`src/rtl/gpio_irq_pkg.sv`:
```
// rtl/gpio_irq_pkg.sv - shared constants and helpers for the mmio_gpio_irq block
//
// Purpose: register byte offsets within the 32-byte window, channel width
// limit, debounce history length and byte-strobe helpers.
package gpio_irq_pkg;

  typedef logic [4:0] reg_off_t;

  localparam int NCH_MAX     = 32;
  localparam int DB_HIST_LEN = 3;

  localparam reg_off_t OFF_DIN     = 5'h00;
  localparam reg_off_t OFF_DOUT    = 5'h04;
  localparam reg_off_t OFF_IRQ_EN  = 5'h08;
  localparam reg_off_t OFF_RISE_EN = 5'h0C;
  localparam reg_off_t OFF_FALL_EN = 5'h10;
  localparam reg_off_t OFF_PEND    = 5'h14;
  localparam reg_off_t OFF_LEVEL   = 5'h18;
  localparam reg_off_t OFF_RSVD    = 5'h1C;

  // Replace the strobed bytes of old_val with the matching bytes of wdata.
  function automatic logic [31:0] merge_bytes(input logic [31:0] old_val,
                                              input logic [31:0] wdata,
                                              input logic [3:0]  wstrb);
    logic [31:0] r;
    r = old_val;
    for (int b = 0; b < 4; b++) begin
      if (wstrb[b]) r[8*b +: 8] = wdata[8*b +: 8];
    end
    return r;
  endfunction

  // Bit mask covering the strobed bytes.
  function automatic logic [31:0] strb_mask(input logic [3:0] wstrb);
    logic [31:0] m;
    m = '0;
    for (int b = 0; b < 4; b++) begin
      if (wstrb[b]) m[8*b +: 8] = 8'hFF;
    end
    return m;
  endfunction

endpackage

```
`src/rtl/gpio_debounce.sv`:
```
// rtl/gpio_debounce.sv - per-channel synchroniser, polarity and debounce filter
//
// Purpose: brings NCH asynchronous inputs into the clock domain through a
// 2-flop synchroniser, optionally inverts them, and filters each channel with
// a 3-sample history clocked by the shared i_tick strobe.
// Ports:
//   clock, reset : system clock, synchronous active-high reset
//   i_tick       : one-cycle sample strobe from the shared prescaler
//   i_raw[NCH]   : asynchronous raw inputs
//   o_db[NCH]    : debounced state after polarity
module gpio_debounce
  import gpio_irq_pkg::*;
#(
  parameter int NCH           = 8,
  parameter int IN_ACTIVE_LOW = 1
) (
  input  logic           clock,
  input  logic           reset,
  input  logic           i_tick,
  input  logic [NCH-1:0] i_raw,
  output logic [NCH-1:0] o_db
);

  // Synchroniser resets to the idle level so the first post-reset samples
  // look idle rather than active.
  localparam logic [NCH-1:0] IDLE_LVL = (IN_ACTIVE_LOW != 0) ? '1 : '0;

  logic [NCH-1:0] r_sync1;
  logic [NCH-1:0] r_sync2;
  logic [NCH-1:0] w_in;

  always_ff @(posedge clock) begin
    if (reset) begin
      r_sync1 <= IDLE_LVL;
      r_sync2 <= IDLE_LVL;
    end else begin
      r_sync1 <= i_raw;
      r_sync2 <= r_sync1;
    end
  end

  assign w_in = (IN_ACTIVE_LOW != 0) ? ~r_sync2 : r_sync2;

  for (genvar g = 0; g < NCH; g++) begin : g_ch
    logic [DB_HIST_LEN-1:0] r_hist;
    logic                   r_db;

    always_ff @(posedge clock) begin
      if (reset) begin
        r_hist <= '0;
      end else if (i_tick) begin
        r_hist <= {r_hist[DB_HIST_LEN-2:0], w_in[g]};
      end
    end

    // State follows the history only when every sample agrees.
    always_ff @(posedge clock) begin
      if (reset) begin
        r_db <= 1'b0;
      end else if (&r_hist) begin
        r_db <= 1'b1;
      end else if (~|r_hist) begin
        r_db <= 1'b0;
      end
    end

    assign o_db[g] = r_db;
  end

endmodule

```
`src/rtl/mmio_gpio_irq.sv`:
```
// rtl/mmio_gpio_irq.sv - memory-mapped GPIO with per-channel edge/level interrupts
//
// Purpose: NCH debounced inputs with rise/fall select, enable mask and W1C
// pending bits, NCH output bits, and one registered irq line, on the
// picorv32 native bus with one wait state.
// Optional feature macro: GPIO_IRQ_LEVEL_EN (adds LEVEL register at 0x18).
// Ports:
//   clock, reset          : system clock, synchronous active-high reset
//   mem_valid/addr/wdata  : bus request, address, write data
//   mem_wstrb             : byte strobes, 0 = read
//   sel_ready, sel_rdata  : one-cycle ack and read data (0 when not ready)
//   gpio_in[NCH]          : asynchronous inputs
//   gpio_out[NCH]         : output register
//   irq                   : registered level interrupt
module mmio_gpio_irq
  import gpio_irq_pkg::*;
#(
  parameter int          NCH           = 8,
  parameter logic [31:0] BASE_ADDR     = 32'h0200_5000,
  parameter int          DB_DIV        = 50000,
  parameter int          IN_ACTIVE_LOW = 1
) (
  input  logic           clock,
  input  logic           reset,
  input  logic           mem_valid,
  input  logic [31:0]    mem_addr,
  input  logic [31:0]    mem_wdata,
  input  logic [3:0]     mem_wstrb,
  output logic           sel_ready,
  output logic [31:0]    sel_rdata,
  input  logic [NCH-1:0] gpio_in,
  output logic [NCH-1:0] gpio_out,
  output logic           irq
);

  localparam int             PW       = $clog2(DB_DIV);
  localparam logic [PW-1:0]  PRESC_TC = PW'(DB_DIV - 1);

  // Prescaler
  logic [PW-1:0] r_presc;
  logic          w_tick;

  assign w_tick = (r_presc == PRESC_TC);

  always_ff @(posedge clock) begin
    if (reset || w_tick) r_presc <= '0;
    else                 r_presc <= r_presc + 1'b1;
  end

  // Debounced inputs
  logic [NCH-1:0] w_db;

  gpio_debounce #(
    .NCH           (NCH),
    .IN_ACTIVE_LOW (IN_ACTIVE_LOW)
  ) u_debounce (
    .clock  (clock),
    .reset  (reset),
    .i_tick (w_tick),
    .i_raw  (gpio_in),
    .o_db   (w_db)
  );

  // Registers
  logic           r_sel_ready;
  logic [31:0]    r_rdata;
  logic [NCH-1:0] r_dout;
  logic [NCH-1:0] r_irq_en;
  logic [NCH-1:0] r_rise_en;
  logic [NCH-1:0] r_fall_en;
  logic [NCH-1:0] r_pend;
  logic [NCH-1:0] r_db_q;
  logic           r_irq;

  // Bus decode: the access is taken on the edge that raises sel_ready.
  logic     w_hit;
  logic     w_acc;
  logic     w_wr;
  reg_off_t w_off;

  assign w_hit = mem_valid && (mem_addr[31:5] == BASE_ADDR[31:5]);
  assign w_acc = w_hit && !r_sel_ready;
  assign w_wr  = w_acc && (mem_wstrb != 4'b0000);
  assign w_off = {mem_addr[4:2], 2'b00};

`ifdef GPIO_IRQ_LEVEL_EN
  logic [NCH-1:0] r_level;
`endif

  logic [31:0] w_rd_mux;

  always_comb begin
    w_rd_mux = '0;
    case (w_off)
      OFF_DIN:     w_rd_mux = 32'(w_db);
      OFF_DOUT:    w_rd_mux = 32'(r_dout);
      OFF_IRQ_EN:  w_rd_mux = 32'(r_irq_en);
      OFF_RISE_EN: w_rd_mux = 32'(r_rise_en);
      OFF_FALL_EN: w_rd_mux = 32'(r_fall_en);
      OFF_PEND:    w_rd_mux = 32'(r_pend);
`ifdef GPIO_IRQ_LEVEL_EN
      OFF_LEVEL:   w_rd_mux = 32'(r_level);
`endif
      default:     w_rd_mux = '0;
    endcase
  end

  // Byte-merged write value for the addressed R/W register; bits >= NCH drop.
  logic [31:0]    w_new;
  logic [31:0]    w_clr32;
  logic [NCH-1:0] w_new_n;
  logic [NCH-1:0] w_clr;

  assign w_new   = merge_bytes(w_rd_mux, mem_wdata, mem_wstrb);
  assign w_clr32 = mem_wdata & strb_mask(mem_wstrb);
  assign w_new_n = w_new[NCH-1:0];
  assign w_clr   = (w_wr && w_off == OFF_PEND) ? w_clr32[NCH-1:0] : '0;

  // Edge detect and pending set
  logic [NCH-1:0] w_rise;
  logic [NCH-1:0] w_fall;
  logic [NCH-1:0] w_set;

  assign w_rise = w_db & ~r_db_q & r_rise_en;
  assign w_fall = ~w_db & r_db_q & r_fall_en;

`ifdef GPIO_IRQ_LEVEL_EN
  // Level channels re-pend every cycle the input is active.
  assign w_set = ((w_rise | w_fall) & ~r_level) | (w_db & r_level);

  always_ff @(posedge clock) begin
    if (reset)                          r_level <= '0;
    else if (w_wr && w_off == OFF_LEVEL) r_level <= w_new_n;
  end
`else
  assign w_set = w_rise | w_fall;
`endif

  always_ff @(posedge clock) begin
    if (reset) begin
      r_sel_ready <= 1'b0;
      r_rdata     <= '0;
      r_dout      <= '0;
      r_irq_en    <= '0;
      r_rise_en   <= '0;
      r_fall_en   <= '0;
      r_pend      <= '0;
      r_db_q      <= '0;
      r_irq       <= 1'b0;
    end else begin
      r_sel_ready <= w_acc;
      r_rdata     <= (w_acc && mem_wstrb == 4'b0000) ? w_rd_mux : '0;
      if (w_wr && w_off == OFF_DOUT)    r_dout    <= w_new_n;
      if (w_wr && w_off == OFF_IRQ_EN)  r_irq_en  <= w_new_n;
      if (w_wr && w_off == OFF_RISE_EN) r_rise_en <= w_new_n;
      if (w_wr && w_off == OFF_FALL_EN) r_fall_en <= w_new_n;
      // Set is ORed in after the clear so a coincident edge is never lost.
      r_pend      <= (r_pend & ~w_clr) | w_set;
      r_db_q      <= w_db;
      r_irq       <= |(r_pend & r_irq_en);
    end
  end

  logic w_unused;
  assign w_unused = ^{mem_addr[1:0], w_new, w_clr32};

  assign sel_ready = r_sel_ready;
  assign sel_rdata = r_rdata;
  assign gpio_out  = r_dout;
  assign irq       = r_irq;

endmodule

```
`config.mk`:
```
export PLATFORM = sky130hd
export DESIGN_NAME = mmio_gpio_irq
export DESIGN_NICKNAME = d
export VERILOG_FILES = /design/src/rtl/gpio_irq_pkg.sv /design/src/rtl/gpio_debounce.sv /design/src/rtl/mmio_gpio_irq.sv
export SDC_FILE = /design/constraint.sdc
export NUM_CORES = 1
export LEC_CHECK = 0
export ABC_CLOCK_PERIOD_IN_PS = 2300
export CELL_PAD_IN_SITES_DETAIL_PLACEMENT = 1
export CELL_PAD_IN_SITES_GLOBAL_PLACEMENT = 1
export CORE_MARGIN = 2
export CORE_UTILIZATION = 37
export CTS_CLUSTER_SIZE = 40
export DETAILED_ROUTE_END_ITERATION = 16
export PLACE_DENSITY_LB_ADDON = 0.3
export SETUP_SLACK_MARGIN = 0.2
export SKIP_CTS_REPAIR_TIMING = 1
export SLEW_MARGIN = 10
export SYNTH_ARGS = -nofsm -noshare
export SYNTH_HDL_FRONTEND = slang
export SYNTH_SLANG_ARGS = --single-unit
```
`constraint.sdc`:
```
create_clock -name clock -period 2.3 [get_ports clock]
set_input_delay 0.23 -clock clock [delete_from_list [all_inputs] [get_ports clock]]
set_output_delay 0.23 -clock clock [all_outputs]
set_load 0.01 [all_outputs]
```
==> results.txt <==
----------------------------------------------------
[Status]
  Outcome ... finished clean

[STA]
  Min cycle time layout ... 2.05 ns
  Max-slew violation count ... 0
  Max-slew headroom at the worst pin ... 0.613
  Actual transition at the worst max-transition pin ... 0.579 ns
  Unrepaired setup endpoints after global routing ... false
  Final setup vio count ... 0
  Clock Skews ... 0.00597 ns
  Total count of hold-check failures in the final report ... 0
  Final Cycle Share ... 0.891
  Min setup slack post-route ... 0.252 ns
  Upper clock frequency limit ... 488 MHz

[Critical path]
  Critical path capture point ... r_irq_en[6]$_SDFFE_PP0P_
  Register-to-Register Setup Slack ... 0.27 ns
  Worst reg-to-reg path cell count ... 6
  Critical Path End Type ... flop
  WP data required ... 2.62 ns
  Nature of the critical path startpoint ... primary input
  RR Startpoint ... sel_ready$_SDFF_PP0_
  Worst R2R End ... r_irq_en[6]$_SDFFE_PP0P_
  Crit path kind ... in -> reg
  Worst setup path start ... mem_addr[21]
  Largest driver fanout on the critical path ... 8
  Data arrival time of the worst path ... 2.37 ns

[Global routing]
  Via count of the first global-routing pass ... 4,659
  Largest net degree at the start of global routing ... 76
  Initial antenna violation count ... 0
  Global router's overall resource usage ... 0.208
  Global-route wire length before repair ... 23,900 um
  Global route overflow ... 0

[Detailed routing]
  First-pass detailed-route iteration total ... 4
  DRC violations left ... 0
  Routed vias ... 4,665
  Routed length per instance ... 17.0 um
  Final routed wirelength across all metal layers ... 14,900 um
  Via density ... 5.35
  Initial DRC Count ... 162
  Antenna Violating Nets Remaining ... 0

[Place]
  RePlAce Congestion ... 0.851
  Number of I/O port buffers ... 70
  Post-placement cell area ... 6190 um2
  Half-perimeter wire length after placement ... 10,300 um
  Pre-CTS setup slack ... -0.185 ns

[CTS]
  Clock Tree Root ... clkbuf_16
  CTS tree ... built
  Number of buffers added by the clock tree synthesis step ... 17
  Clock latency of the later-clocked register in the worst-skew pair ... 0.42 ns
  Clock Path Buffers ... 2
  CTS H-tree depth ... 4
  TritonCTS Sinks ... 122
  Clk slew on worst S/H paths ... 0.05 ns

[Cells and area]
  Register ranked first by flip-flop count ... u_debounce.g_ch.r_hist
  Registers with the most flip-flops ... u_debounce.g_ch.r_hist: 24 flops, r_presc: 16 flops
  Number of nets in the layout ... 759
  Layout cell share with drive strength beyond 1 ... 0.155
  Number of antenna cells inserted ... 0
  Post-route cell area ... 6800 um2
  Max reg flops ... 24
  Most common cell after layout, fill and taps aside ... dfxtp_1
  Area growth from synthesis to layout ... 30.9%
  Commonest cells after routing, fill and taps aside ... dfxtp_1 (122), clkdlybuf4s50_1 (69), nand2_1 (58)

[Floorplanning]
  Die outline area ... 15,000 um2
  Number of placement rows ... 43
  Die height ... 123 um
  Core Box Area ... 13,800 um2
  Initial Util ... 0.376
  # IOs ... 121
  Horizontal die dimension ... 123 um

[Yosys]
  EDFF count, synth ... 0
  Cells after synthesis ... 588
  Primary FF master, synth ... dfxtp_1
  Number of synthesized register bits ... 122
  Sequential area share after synthesis ... 0.470
  Number of distinct library cells after synthesis ... 55
  Cell Area, Synth ... 5200 um2
  Async S/R FF share, synth ... 0
  Synth Warn # ... 0
  Average cell area after synthesis ... 8.84 um2

[Power]
  Maximum resistive drop on vdd ... 0.000541 V
  Leak Pwr ... 2.46 nW
  Power density relative to cell area ... 742 nW/um2

[Run]
  # Max-Cap Violations ... 0

[Hold path]
  Class of the tightest hold or removal check ... in -> reg

----------------------------------------------------
==> cell usage after synthesis (all sizes together) (9+ instances only) <==
library cell | n | area [um2]
dfxtp | 122 | 2440
nor2b | 13 | 81.3
clkbuf | 17 | 65.1
a211oi | 15 | 118
nor2 | 45 | 169
nand3b | 23 | 173
nand3 | 36 | 180
a22oi | 10 | 75.1
or2 | 17 | 109
o21ai | 42 | 210
a21o | 9 | 67.6
nand2 | 59 | 224
a21oi | 32 | 160
buf | 41 | 260
==> cells by family (layout without fill, tap and decap cells) <==
kind of cell | count (synthesis) | after routing | synth area share
adder cells (fa/ha/maj) | 1 | 1 | 0.00241
flip-flops | 122 | 122 | 0.470
other | 1 | 24 | 0.000721
AO/OA/AOI/OAI | 141 | 141 | 0.173
AND/OR/NAND/NOR | 233 | 233 | 0.240
buffers and inverters | 65 | 146 | 0.0676
XOR/XNOR | 14 | 14 | 0.0236
multiplexers | 11 | 11 | 0.0229
==> power by group <==
part	switching [mW]	total (mW)	internal [mW]	leakage, nW
clock	0.953	2.62	1.67	0.280
combinational	0.147	0.290	0.142	1.19
sequential	0.00681	2.14	2.13	0.987
==> critical path, cell delays in order <==
cell             delay [ns]
clkdlybuf4s50_1        0.40
nor4_1                 0.32
nand4_1                0.21
or2_4                  0.30
or4_1                  0.47
buf_4                  0.18
a211oi_1               0.24
==> layout make-up <==
cell class | count | area (um2)
sequential | 122 | 2440
inverter | 7 | 26.3
clock buffer | 20 | 467
timing repair buffer | 107 | 998
clock inverter | 12 | 123
tap | 180 | 225
multi-input combinational | 424 | 2520
fill | 1606 | 7020
==> layer usage <==
| metal | vias up | track usage | part of all wire |
|---|---|---|---|
| met5 | - | 0 | 0 |
| met2 | 166 | 0.349 | 0.48 |
| met4 | 0 | 0.0697 | 0.014 |
| met1 | 2250 | 0.253 | 0.42 |
| met3 | 20 | 0.0627 | 0.079 |
| li1 | 2229 | - | - |
==> through the flow <==
stage	total power [mW]	instances	hold WS [ns]	utilization	TNS (ns)
final	5.05	872	0.314	0.492	0
after global routing	5.21	872	0.321	0.492	0
after CTS	5.09	872	0.310	0.490	0
after detailed placement	2.47	840	0.399	0.448	-3.76
after global placement	2.46	840	0.392	0.448	-0.387
after floorplan	2.34	611	0.334	-	0
==> worst min path at each step <==
| stage | start | end | cells past startpoint |
|---|---|---|---|
| floorplan | gpio_in[0] | u_debounce.r_sync1[0]$_SDFF_PP1_ | 1 |
| global placement | u_debounce.r_sync2[6]$_SDFF_PP1_ | u_debounce.g_ch[6].r_hist[0]$_SDFFE_PP0P_ | 1 |
| detailed placement | u_debounce.r_sync1[3]$_SDFF_PP1_ | u_debounce.r_sync2[3]$_SDFF_PP1_ | 1 |
| CTS | reset | r_db_q[0]$_SDFF_PP0_ | 3 |
| global route | reset | r_db_q[0]$_SDFF_PP0_ | 3 |
| finish | reset | r_db_q[1]$_SDFF_PP0_ | 3 |
No activity file was read; power rests on OpenSTA's default activity.
